===== config.mk =====
export PLATFORM = sky130hd
export DESIGN_NAME = sdi_frame_receiver
export DESIGN_NICKNAME = d
export VERILOG_FILES = /design/src/rtl/sdi_frame_receiver.sv
export SDC_FILE = /design/constraint.sdc
export NUM_CORES = 1
export LEC_CHECK = 0
export ABC_AREA = 1
export BUFFER_PORTS_ARGS = -buffer_cell sky130_fd_sc_hd__buf_2
export CORE_UTILIZATION = 44
export DETAILED_ROUTE_END_ITERATION = 12
export GPL_ROUTABILITY_DRIVEN = 0
export GPL_TIMING_DRIVEN = 0
export PLACE_DENSITY = 0.72
export SLEW_MARGIN = 20
export SYNTH_ARGS = -nofsm -noshare
export SYNTH_HDL_FRONTEND = slang
export SYNTH_SLANG_ARGS = --single-unit

===== constraint.sdc =====
create_clock -name CLK -period 2.7 [get_ports CLK]
set_clock_uncertainty 0.05 [all_clocks]
set_input_delay 0.54 -clock CLK [delete_from_list [all_inputs] [get_ports CLK]]
set_output_delay 0.54 -clock CLK [all_outputs]
set_load 0.03 [all_outputs]

===== src/rtl/sdi_frame_receiver.sv =====
// Serial frame receiver: synchronizes the SDI line, recovers start/data/stop frames (MSB first)
// and presents each word on a valid/ready port with framing-error and overrun pulses.
module sdi_frame_receiver #(
  parameter int unsigned DATA_W      = 8,
  parameter int unsigned BIT_DIV     = 16,
  parameter int unsigned SYNC_STAGES = 2
) (
  input  logic              CLK,
  input  logic              RST_N,
  input  logic              SDI_signal_in,
  output logic [DATA_W-1:0] DATA_OUT,
  output logic              DATA_VALID,
  input  logic              DATA_READY,
  output logic              FRAME_ERR,
  output logic              OVERRUN,
  output logic              BUSY
);

  localparam int unsigned CntW = $clog2(BIT_DIV);
  localparam int unsigned BitW = $clog2(DATA_W + 1);
  localparam logic [CntW-1:0] HalfLast = CntW'(BIT_DIV / 2 - 1);
  localparam logic [CntW-1:0] BitLast  = CntW'(BIT_DIV - 1);
  localparam logic [BitW-1:0] WordLast = BitW'(DATA_W - 1);

  typedef enum logic [2:0] {StIdle, StStart, StData, StStop, StBreak} state_e;

  state_e                state_q, state_d;
  logic [SYNC_STAGES-1:0] sync_q;
  logic [CntW-1:0]       cnt_q, cnt_d;
  logic [BitW-1:0]       bit_q, bit_d;
  logic [DATA_W-1:0]     shift_q, shift_d;
  logic [DATA_W-1:0]     data_q, data_d;
  logic                  valid_q, valid_d;
  logic                  frame_err_q, frame_err_d;
  logic                  overrun_q, overrun_d;
  logic                  sdi_s;
  logic                  stop_ok, stop_bad;

  assign sdi_s = sync_q[SYNC_STAGES-1];

  always_comb begin
    state_d  = state_q;
    cnt_d    = cnt_q;
    bit_d    = bit_q;
    shift_d  = shift_q;
    stop_ok  = 1'b0;
    stop_bad = 1'b0;
    unique case (state_q)
      StIdle: begin
        cnt_d = '0;
        bit_d = '0;
        if (!sdi_s) state_d = StStart;
      end
      StStart: begin
        if (cnt_q == HalfLast) begin
          // Start bit still low at its centre; a high line here was a glitch.
          cnt_d   = '0;
          state_d = sdi_s ? StIdle : StData;
        end else begin
          cnt_d = cnt_q + 1'b1;
        end
      end
      StData: begin
        if (cnt_q == BitLast) begin
          cnt_d   = '0;
          shift_d = {shift_q[DATA_W-2:0], sdi_s};
          if (bit_q == WordLast) begin
            bit_d   = '0;
            state_d = StStop;
          end else begin
            bit_d = bit_q + 1'b1;
          end
        end else begin
          cnt_d = cnt_q + 1'b1;
        end
      end
      StStop: begin
        if (cnt_q == BitLast) begin
          cnt_d = '0;
          if (sdi_s) begin
            stop_ok = 1'b1;
            state_d = StIdle;
          end else begin
            stop_bad = 1'b1;
            state_d  = StBreak;
          end
        end else begin
          cnt_d = cnt_q + 1'b1;
        end
      end
      StBreak: begin
        cnt_d = '0;
        if (sdi_s) state_d = StIdle;
      end
      default: state_d = StIdle;
    endcase
  end

  always_comb begin
    data_d      = data_q;
    valid_d     = valid_q;
    frame_err_d = stop_bad;
    overrun_d   = 1'b0;
    if (valid_q && DATA_READY) valid_d = 1'b0;
    if (stop_ok) begin
      // A word being accepted on this edge frees the slot for the new one.
      if (!valid_q || DATA_READY) begin
        data_d  = shift_q;
        valid_d = 1'b1;
      end else begin
        overrun_d = 1'b1;
      end
    end
  end

  always_ff @(posedge CLK or negedge RST_N) begin
    if (!RST_N) begin
      state_q     <= StIdle;
      sync_q      <= '1;
      cnt_q       <= '0;
      bit_q       <= '0;
      shift_q     <= '0;
      data_q      <= '0;
      valid_q     <= 1'b0;
      frame_err_q <= 1'b0;
      overrun_q   <= 1'b0;
    end else begin
      state_q     <= state_d;
      sync_q      <= {sync_q[SYNC_STAGES-2:0], SDI_signal_in};
      cnt_q       <= cnt_d;
      bit_q       <= bit_d;
      shift_q     <= shift_d;
      data_q      <= data_d;
      valid_q     <= valid_d;
      frame_err_q <= frame_err_d;
      overrun_q   <= overrun_d;
    end
  end

  assign DATA_OUT   = data_q;
  assign DATA_VALID = valid_q;
  assign FRAME_ERR  = frame_err_q;
  assign OVERRUN    = overrun_q;
  assign BUSY       = (state_q != StIdle);

endmodule


==> results.py, run 1 <==
metrics = {
    "run_status": {
        "status": "finished clean",
    },
    "routing": {
        "drt-initial-drc-count": 32,
        "dr.pass1.iters": 4,
        "vias": 1196,
        "viasPerCell": 5.089,
        "wl_per_cell_um": 11.55,
        "drc": 0,
        "ant_nets": 0,
        "wl_um": 2714,
    },
    "clock_network": {
        "numCtsBuffers": 5,
        "cts_setup_buffers": 0,
        "h-tree-depth": 2,
        "postCtsResizedCells": 0,
        "clock_latency_ps": 340,
        "cts_buffer_depth": 2,
        "ctsHoldBuffers": 0,
        "clk_pin_slew_ps": 90,
        "cts_tree": "built",
        "clock_sinks": 32,
        "cts-root-buf": "clkbuf_4",
    },
    "grt": {
        "grt_pass1_vias": 1085,
        "track_usage": 0.1767,
        "grt_overflow": 0,
        "antenna_found_initial": 0,
        "grt_max_degree": 33,
        "grt_pass1_wl_um": 4581,
    },
    "floorplanning": {
        "start_util": 0.4813,
        "die_h_um": 60.73,
        "core_area_sq_um": 3153,
        "io_pins": 16,
        "dieWidth_um": 60.73,
        "num_rows": 20,
        "die-area_sq_um": 3688,
    },
    "setup_path": {
        "slowest_delay_ps": 400,
        "worstPathCellList": "buf_6 > nor2_1 > nand2_1 > buf_2",
        "crit_family": "flip-flops",
        "crit_start": "state_q[0]$_DFFE_PN0P_",
        "slowest_stage": "dfrtp_1",
        "critPathBufInv": 2,
        "crit_required_ps": 2110,
        "worstPathMaxFanout": 8,
        "worstSetupEndpointType": "output port",
        "cp.arrival_ps": 1510,
        "startpoint_type": "flip-flop",
        "critPathKind": "flip-flop to output port",
        "r2r_start": "cnt_q[0]$_DFFE_PN0P_",
    },
    "sta": {
        "setup_ws_ps": 603.9,
        "finalSetupViolations": 0,
        "final-hold-violation-count": 0,
        "rsz0062_at_grt": "false",
        "fin_crit_sh": 0.7763,
        "fin_tns_setup_ps": 0,
        "min_period_ps": 2096,
        "fmax_ghz": 0.4771,
        "max_slew_margin": 0.5195,
        "slew_viol_final": 0,
        "worst_slew_pin_slew_ps": 718.1,
    },
    "power_and_ir_drop": {
        "total_power_uw": 1527,
        "leakage_uw": 0.0008980,
        "vdd_drop_max_mv": 0.3845,
        "powerDensity_nw_per_um2": 893.1,
    },
    "yosys": {
        "ys_top_cells_by_area": "dfrtp_1 (49%), nand2_1 (12%), nand3_1 (4.9%)",
        "ys.flop_type": "dfrtp_1",
        "synth-seq-cells": 32,
        "synth_area_per_cell_sq_um": 9.034,
        "ys_seq_area_frac": 0.5293,
        "synth.top_cell.area_share": 0.4946,
        "synth-warning-count": 0,
        "yosys.cell_types.count": 27,
        "syn_nets": 174,
        "synth_edf_count": 0,
        "netlist_instances": 168,
        "synth_area_sq_um": 1518,
        "ys_async_sr_fraction": 1.000,
        "yosys.area.top_type": "dfrtp_1",
    },
    "placement": {
        "post-dp-hpwl_um": 2078,
        "dp_worst_setup_slack_ps": 1005,
        "portBuffers": 15,
        "dp.cells": 227,
    },
    "run": {
        "cap_viol_max_count": 0,
    },
    "worst_hold_path": {
        "min_path_type": "input port to async pin",
    },
    "finish": {
        "final_util": 0.5421,
        "final_cell_mix": "nand2_1 (49), dfrtp_1 (30), nand3_1 (15), buf_2 (15), nor2_1 (12)",
        "multi_input_area_sq_um": 610.6,
        "syn_to_final_growth_pct": 12.61,
        "drive_gt1_frac": 0.2565,
        "final_cells": 235,
        "nNetsFinal": 196,
        "diodes": 0,
        "num-fill-cells": 292,
        "mostFrequentLayoutCell": "nand2_1",
        "seq_area_sq_um": 803.3,
    },
}
==> layer usage <==
| metal | part of all wire | up-vias | track usage |
|---|---|---|---|
| met5 | 0 | - | 0 |
| met4 | 0.023 | 0 | 0.08766 |
| met3 | 0.052 | 8 | 0.05757 |
| met2 | 0.52 | 27 | 0.3218 |
| met1 | 0.40 | 567 | 0.1812 |
| li1 | - | 594 | - |
==> kinds of logic after synthesis <==
kind of cell | synth area share
AOI/OAI and AO/OA | 0.08326
xor gates and xnor gates | 0.005772
adders and majority gates | 0.01649
buffers and inverters | 0.06843
DFF | 0.5293
and+or+nand+nor | 0.2968
==> final cells by class <==
type                    count  share of cell area
plain buffers               3             0.01977
clock buffers               6             0.03001
clock inverters             2            0.005857
inverters                  16             0.04100
multi-input cells         117              0.3572
flip-flops and latches     32              0.4700
well taps                  44             0.03221
repair buffers             15             0.04392
==> worst reg2reg max path, cell delays in order (launching register included) <==
cell and delay, ps:
dfrtp_1 410, ha_1 270, nand3_4 120, clkinv_4 120, nand4_4 110, buf_6 170
o21ai_1 130, nand2_1 60
==> where the power goes <==
| part | internal, uW | switching, uW |
|---|---|---|
| clock network | 124 | 161 |
| logic | 191 | 343 |
| registers | 600 | 108 |
==> final timing paths <==
kind	endpoint	slack, ps	depth (start not counted)
max	BUSY	600	4
min reg2reg	sync_q[1]$_DFF_PN1_	320	0
max reg2reg	DATA_OUT[0]$_DFFE_PN0P_	1160	7
min	FRAME_ERR$_DFF_PN0_	180	1
min in group CLK	sync_q[0]$_DFF_PN1_	240	1
max in group asynchronous	bit_q[1]$_DFFE_PN0P_	1970	1
==> state kept, by name (all words and copies together) (netlist names) <==
signal	count
DATA_OUT	8
bit_q	4
sync_q	2
OVERRUN	1
state_q	3
cnt_q	4
shift_q	8
FRAME_ERR	1
DATA_VALID	1
==> cell usage after synthesis (3+ instances only) <==
| cell | count |
|---|---|
| inv_2 | 3 |
| o21ai_1 | 11 |
| nor2_1 | 12 |
| buf_6 | 3 |
| a21oi_1 | 3 |
| inv_1 | 11 |
| dfrtp_1 | 30 |
| nand3_1 | 15 |
| nand2_2 | 3 |
| nand4_1 | 4 |
| o21ai_0 | 3 |
| nand2_1 | 49 |
==> per-stage QoR <==
stage          area (sq um)  hold WS, ps
2_1_floorplan          1518        194.4
3_3_place_gp           1648        295.7
3_5_place_dp           1648        304.6
4_1_cts                1709        196.1
5_1_grt                1709        221.9
6_report               1709        181.9
No activity file was read; power rests on OpenSTA's default activity.
==> run 2, diff against run 1 <==
Settings changed: ABC_AREA 1 to 0.
Clock period 2.7 ns to 2.14 ns, I/O delays scaled along.
==> run 2 against run 1 <==
Effect of this change: synthesized area shrank 5.9%; clock power increased by 9.5%; critical path depth fell by 1; largest power group unchanged; highest routed layer unchanged.
==> results.py, run 2 <==
metrics = {
    "setup_path": {
        "slowest_stage": "dfrtp_1",
        "crit_family": "flip-flops",
        "cp.arrival_ps": 1510,
        "worstSetupEndpointType": "output port",
        "startpoint_type": "flip-flop",
        "critPathKind": "flip-flop to output port",
        "worstPathMaxFanout": 10,
        "crit_required_ps": 1660,
        "worstPathCellList": "clkbuf_1 > or3_1 > buf_2",
        "critPathBufInv": 2,
        "slowest_delay_ps": 390,
    },
    "sta": {
        "fin_tns_setup_ps": 0,
        "min_period_ps": 1985,
        "fin_crit_sh": 0.9274,
        "whs_ps": 75.32,
        "fmax_ghz": 0.5039,
        "worst_slew_pin_slew_ps": 695.2,
        "finalSetupViolations": 0,
        "max_slew_margin": 0.5365,
        "rsz0062_at_grt": "false",
        "slew_viol_final": 0,
        "final-hold-violation-count": 0,
    },
    "floorplanning": {
        "io_pins": 16,
        "die-area_sq_um": 3479,
        "start_util": 0.4642,
        "die_h_um": 58.99,
        "core_area_sq_um": 3078,
        "dieWidth_um": 58.99,
        "num_rows": 20,
    },
    "run_status": {
        "status": "finished clean",
    },
    "clock_network": {
        "cts_setup_buffers": 0,
        "clk_pin_slew_ps": 90,
        "cts_tree": "built",
        "ctsHoldBuffers": 0,
        "numCtsBuffers": 5,
        "cts-root-buf": "clkbuf_4",
        "h-tree-depth": 2,
        "postCtsResizedCells": 0,
        "cts_buffer_depth": 2,
        "clock_latency_ps": 330,
        "clock_sinks": 32,
    },
    "routing": {
        "ant_nets": 0,
        "vias": 993,
        "dr.pass1.iters": 4,
        "drc": 0,
        "wl_per_cell_um": 13.27,
        "drt-initial-drc-count": 68,
        "wl_um": 2494,
        "viasPerCell": 5.282,
    },
    "worst_hold_path": {
        "min_path_type": "input port to async pin",
    },
    "finish": {
        "final_util": 0.5215,
        "nNetsFinal": 150,
        "syn_to_final_growth_pct": 12.35,
        "final_cell_mix": "dfrtp_1 (30), buf_2 (18), mux2_2 (16)",
        "stdcell_area_sq_um": 1605,
        "drive_gt1_frac": 0.3264,
        "diodes": 0,
        "mostFrequentLayoutCell": "dfrtp_1",
    },
    "yosys": {
        "synth_area_per_cell_sq_um": 11.71,
        "synth_edf_count": 0,
        "yosys.area.top_type": "dfrtp_1",
        "ys_seq_area_frac": 0.5622,
        "yosysMostFrequentCell": "dfrtp_1",
        "ys_async_sr_fraction": 1.000,
        "synth.top_cell.area_share": 0.5254,
        "netlist_instances": 122,
        "yosys.cell_types.count": 37,
        "synth-warning-count": 0,
        "netlist_top_cells_count": "dfrtp_1 (30), mux2_2 (16), nand2_1 (9), nor2_1 (9), nand3_1 (8)",
        "ys_top_cells_by_area": "dfrtp_1 (53%), mux2_2 (13%), dfstp_2 (3.7%)",
        "ys.flop_type": "dfrtp_1",
        "synth-seq-cells": 32,
        "syn_nets": 128,
        "synth_area_sq_um": 1429,
    },
    "power_and_ir_drop": {
        "vdd_drop_max_mv": 0.5235,
        "leakage_uw": 0.0007774,
        "powerDensity_nw_per_um2": 1018,
    },
    "placement": {
        "placed_cell_area_sq_um": 1559,
        "post-dp-hpwl_um": 1747,
        "portBuffers": 15,
    },
    "grt": {
        "grt_pass1_wl_um": 4381,
        "grt_pass1_vias": 959,
        "antenna_found_initial": 0,
        "grt_overflow": 0,
        "grt_max_degree": 33,
        "track_usage": 0.1750,
    },
    "run": {
        "cap_viol_max_count": 0,
    },
}
==> run 2: cell types whose count changed in the layout (fill, tap and decap cells not counted), moves of 3 or more <==
cell      before  now
inv_2          3    0
nor2_1        12    9
mux2_2         0   16
buf_6          3    0
inv_1         11    3
nand2_2        3    0
nand3_1       15    8
buf_2         15   18
nand2b_1       0    3
o21ai_1       11    0
nand2_1       49    9
==> run 2: cells by family after synthesis <==
group           Yosys count  share of synthesized area
mux                      17                     0.1331
simple gates             46                     0.1769
flops                    32                     0.5622
fa+ha+maj                 2                    0.01751
compound gates           13                    0.06567
buf+inv                  10                    0.03239
xor+xnor                  2                    0.01226
==> run 2: routing by layer <==
| layer | GRT usage | wire length, um | vias up |
|---|---|---|---|
| met1 | 0.2243 | 1155 | 492 |
| met5 | 0 | 0 | - |
| li1 | - | - | 480 |
| met2 | 0.2597 | 1196 | 14 |
| met3 | 0.06550 | 91 | 7 |
| met4 | 0.08844 | 52 | 0 |
==> run 2: path summary, 6_finish.rpt <==
path                                        startpoint                      end  slack [ps]  cells past startpoint
worst min register to register     sync_q[0]$_DFF_PN1_      sync_q[1]$_DFF_PN1_         310                      0
min in group CLK                         SDI_signal_in      sync_q[0]$_DFF_PN1_         140                      1
worst min-delay path                             RST_N   shift_q[7]$_DFFE_PN0P_          80                      1
worst max register to register    cnt_q[0]$_DFFE_PN0P_  DATA_OUT[2]$_DFFE_PN0P_         310                      5
max in group asynchronous                        RST_N     cnt_q[0]$_DFFE_PN0P_        1510                      1
worst max-delay path            state_q[2]$_DFFE_PN0P_                     BUSY         160                      3
==> run 2: cell type report <==
cell class	count	area, sq um
Clock buffer	6	41.29
Fill cell	283	1473
Timing Repair Buffer	15	75.07
Multi-Input combinational cell	80	579.3
Tap cell	44	55.05
Clock inverter	1	5.005
Sequential cell	32	803.3
Buffer	7	35.03
Inverter	3	11.26
==> run 2: worst reg2reg max path: cells and delay by family (launching register included) <==
kind,cells,cell delay [ps]
buf+inv,1,170
simple gates,2,480
fa+ha+maj,1,300
flops,1,390
mux,1,350
==> run 2: power by group <==
group	total [uW]	internal [uW]	switching [uW]
Combinational	558	216	342
Sequential	765	695	69.3
Clock	312	121	191
==> run 2: per-stage QoR <==
stage	power (uW)	worst slack (ps)	cells
2_1_floorplan	1195	457.0	122
3_3_place_gp	1298	341.2	181
3_5_place_dp	1328	292.0	181
4_1_cts	1647	115.9	188
5_1_grt	1762	67.46	188
6_report	1634	155.4	188
==> run 3, diff against run 2 <==
Settings changed: CORE_MARGIN set to 2.
==> run 3 against run 2 <==
Effect of this change: die area increased by 6.9%; design area increased by 1.9%; routed wire length increased by 6.3%; utilization increased by 0.98 points; power increased by 9.8%; critical path type unchanged; critical endpoint unchanged; largest cell class unchanged; highest routed layer unchanged.
==> results.py, run 3 (synthesis gave the netlist of run 2 again) <==
metrics = {
    "routing": {
        "vias": 1046,
        "drt-met1-wl_um": 1152,
        "drt-initial-drc-count": 28,
        "wl_um": 2652,
        "dr_wl_met3_um": 130,
        "viasPerCell": 5.534,
        "wl_per_cell_um": 14.03,
        "top_layer": "met4",
        "ant_nets": 0,
        "dr.pass1.iters": 4,
        "dr_wl_met2_um": 1317,
        "drc": 0,
    },
    "setup_path": {
        "worstSetupEndpointType": "output port",
        "cp.arrival_ps": 1490,
        "crit_required_ps": 1660,
        "slowest_stage": "dfrtp_1",
        "startpoint_type": "flip-flop",
        "rrSetupSlack_ps": 290,
        "worstPathCellList": "clkbuf_1 > or3_1 > buf_2",
        "crit_family": "flip-flops",
        "critPathKind": "flip-flop to output port",
        "worstPathMaxFanout": 10,
        "slowest_delay_ps": 400,
        "critPathBufInv": 2,
    },
    "grt": {
        "grt_overflow": 0,
        "track_usage": 0.1666,
        "grt_pass1_vias": 995,
        "antenna_found_initial": 0,
        "grt_pass1_wl_um": 4374,
        "grt_max_degree": 33,
    },
    "sta": {
        "finalSetupViolations": 0,
        "fin_crit_sh": 0.9183,
        "min_period_ps": 1965,
        "worst_slew_pin_slew_ps": 702.4,
        "max_slew_margin": 0.5317,
        "slew_viol_final": 0,
        "fmax_ghz": 0.5089,
        "fin_tns_setup_ps": 0,
        "rsz0062_at_grt": "false",
        "final-hold-violation-count": 0,
    },
    "finish": {
        "diodes": 0,
        "final_cell_mix": "dfrtp_1 (30), buf_2 (18), mux2_2 (16)",
        "syn_to_final_growth_pct": 14.45,
        "drive_gt1_frac": 0.3310,
        "nNetsFinal": 150,
        "mostFrequentLayoutCell": "dfrtp_1",
    },
    "placement": {
        "post-dp-hpwl_um": 1790,
        "portBuffers": 15,
    },
    "clock_network": {
        "cts_setup_buffers": 0,
        "ctsHoldBuffers": 0,
        "cts-root-buf": "clkbuf_4",
        "cts_tree": "built",
        "postCtsResizedCells": 0,
        "clk_pin_slew_ps": 110,
        "clock_latency_ps": 350,
        "clock_sinks": 32,
        "cts_buffer_depth": 2,
        "h-tree-depth": 2,
        "numCtsBuffers": 5,
    },
    "run_status": {
        "status": "finished clean",
    },
    "power_and_ir_drop": {
        "powerDensity_nw_per_um2": 1097,
        "leakage_uw": 0.0007916,
        "total_power_uw": 1794,
        "vdd_drop_max_mv": 0.4263,
    },
    "floorplanning": {
        "die_h_um": 60.99,
        "io_pins": 16,
        "dieWidth_um": 60.99,
        "start_util": 0.4642,
        "die-area_sq_um": 3719,
        "num_rows": 20,
        "core_area_sq_um": 3078,
    },
    "run": {
        "cap_viol_max_count": 0,
    },
    "worst_hold_path": {
        "min_path_type": "input port to async pin",
    },
}
## run 3: cell count changes in the layout (fill, tap and decap cells not counted)
cell | before | now
bufinv_16 | 0 | 1
## run 3: cell type report
| class | instances | area [sq um] |
|---|---|---|
| well taps | 44 | 55.05 |
| inverters | 3 | 11.26 |
| clock inverters | 2 | 35.03 |
| clock buffers | 6 | 41.29 |
| multi-input cells | 80 | 579.3 |
| fillers | 289 | 1443 |
| plain buffers | 7 | 35.03 |
| repair buffers | 15 | 75.07 |
| flip-flops and latches | 32 | 803.3 |
## run 3: power by group
part	switching [uW]	total, uW	internal [uW]
combinational	340	558	218
sequential	75.4	770	695
clock	221	466	245
total	637	1790	1160
## run 3: through the flow
stage	area, sq um	setup slack, ps	hold WS, ps	utilization	instances
global placement	1559	334.5	295.2	0.5065	181
detailed placement	1559	294.1	297.8	0.5065	181
floorplan	1429	457.0	82.41	-	122
finish	1635	174.8	67.33	0.5313	189
CTS	1635	156.9	95.92	0.5313	189
global route	1635	80.40	98.05	0.5313	189
## run 3: routing by layer
metal,vias to the layer above,global-route usage
met4,0,0.07764
met3,6,0.07676
met2,25,0.2565
li1,480,-
met5,-,0
met1,535,0.1989
## run 3: worst reg2reg max path, stage by stage (launching register included)
cell,delay (ps)
dfrtp_1,410
ha_1,310
nand4_2,170
and4bb_1,300
buf_4,170
mux2_2,340
## run 3: final timing paths
path | start | endpoint | cells past startpoint
worst min register to register | sync_q[0]$_DFF_PN1_ | sync_q[1]$_DFF_PN1_ | 0
worst max register to register | cnt_q[0]$_DFFE_PN0P_ | DATA_OUT[4]$_DFFE_PN0P_ | 5
worst max-delay path | state_q[2]$_DFFE_PN0P_ | BUSY | 3
worst min-delay path | RST_N | state_q[0]$_DFFE_PN0P_ | 1
min in group CLK | SDI_signal_in | sync_q[0]$_DFF_PN1_ | 1
max in group asynchronous | RST_N | DATA_OUT[2]$_DFFE_PN0P_ | 1
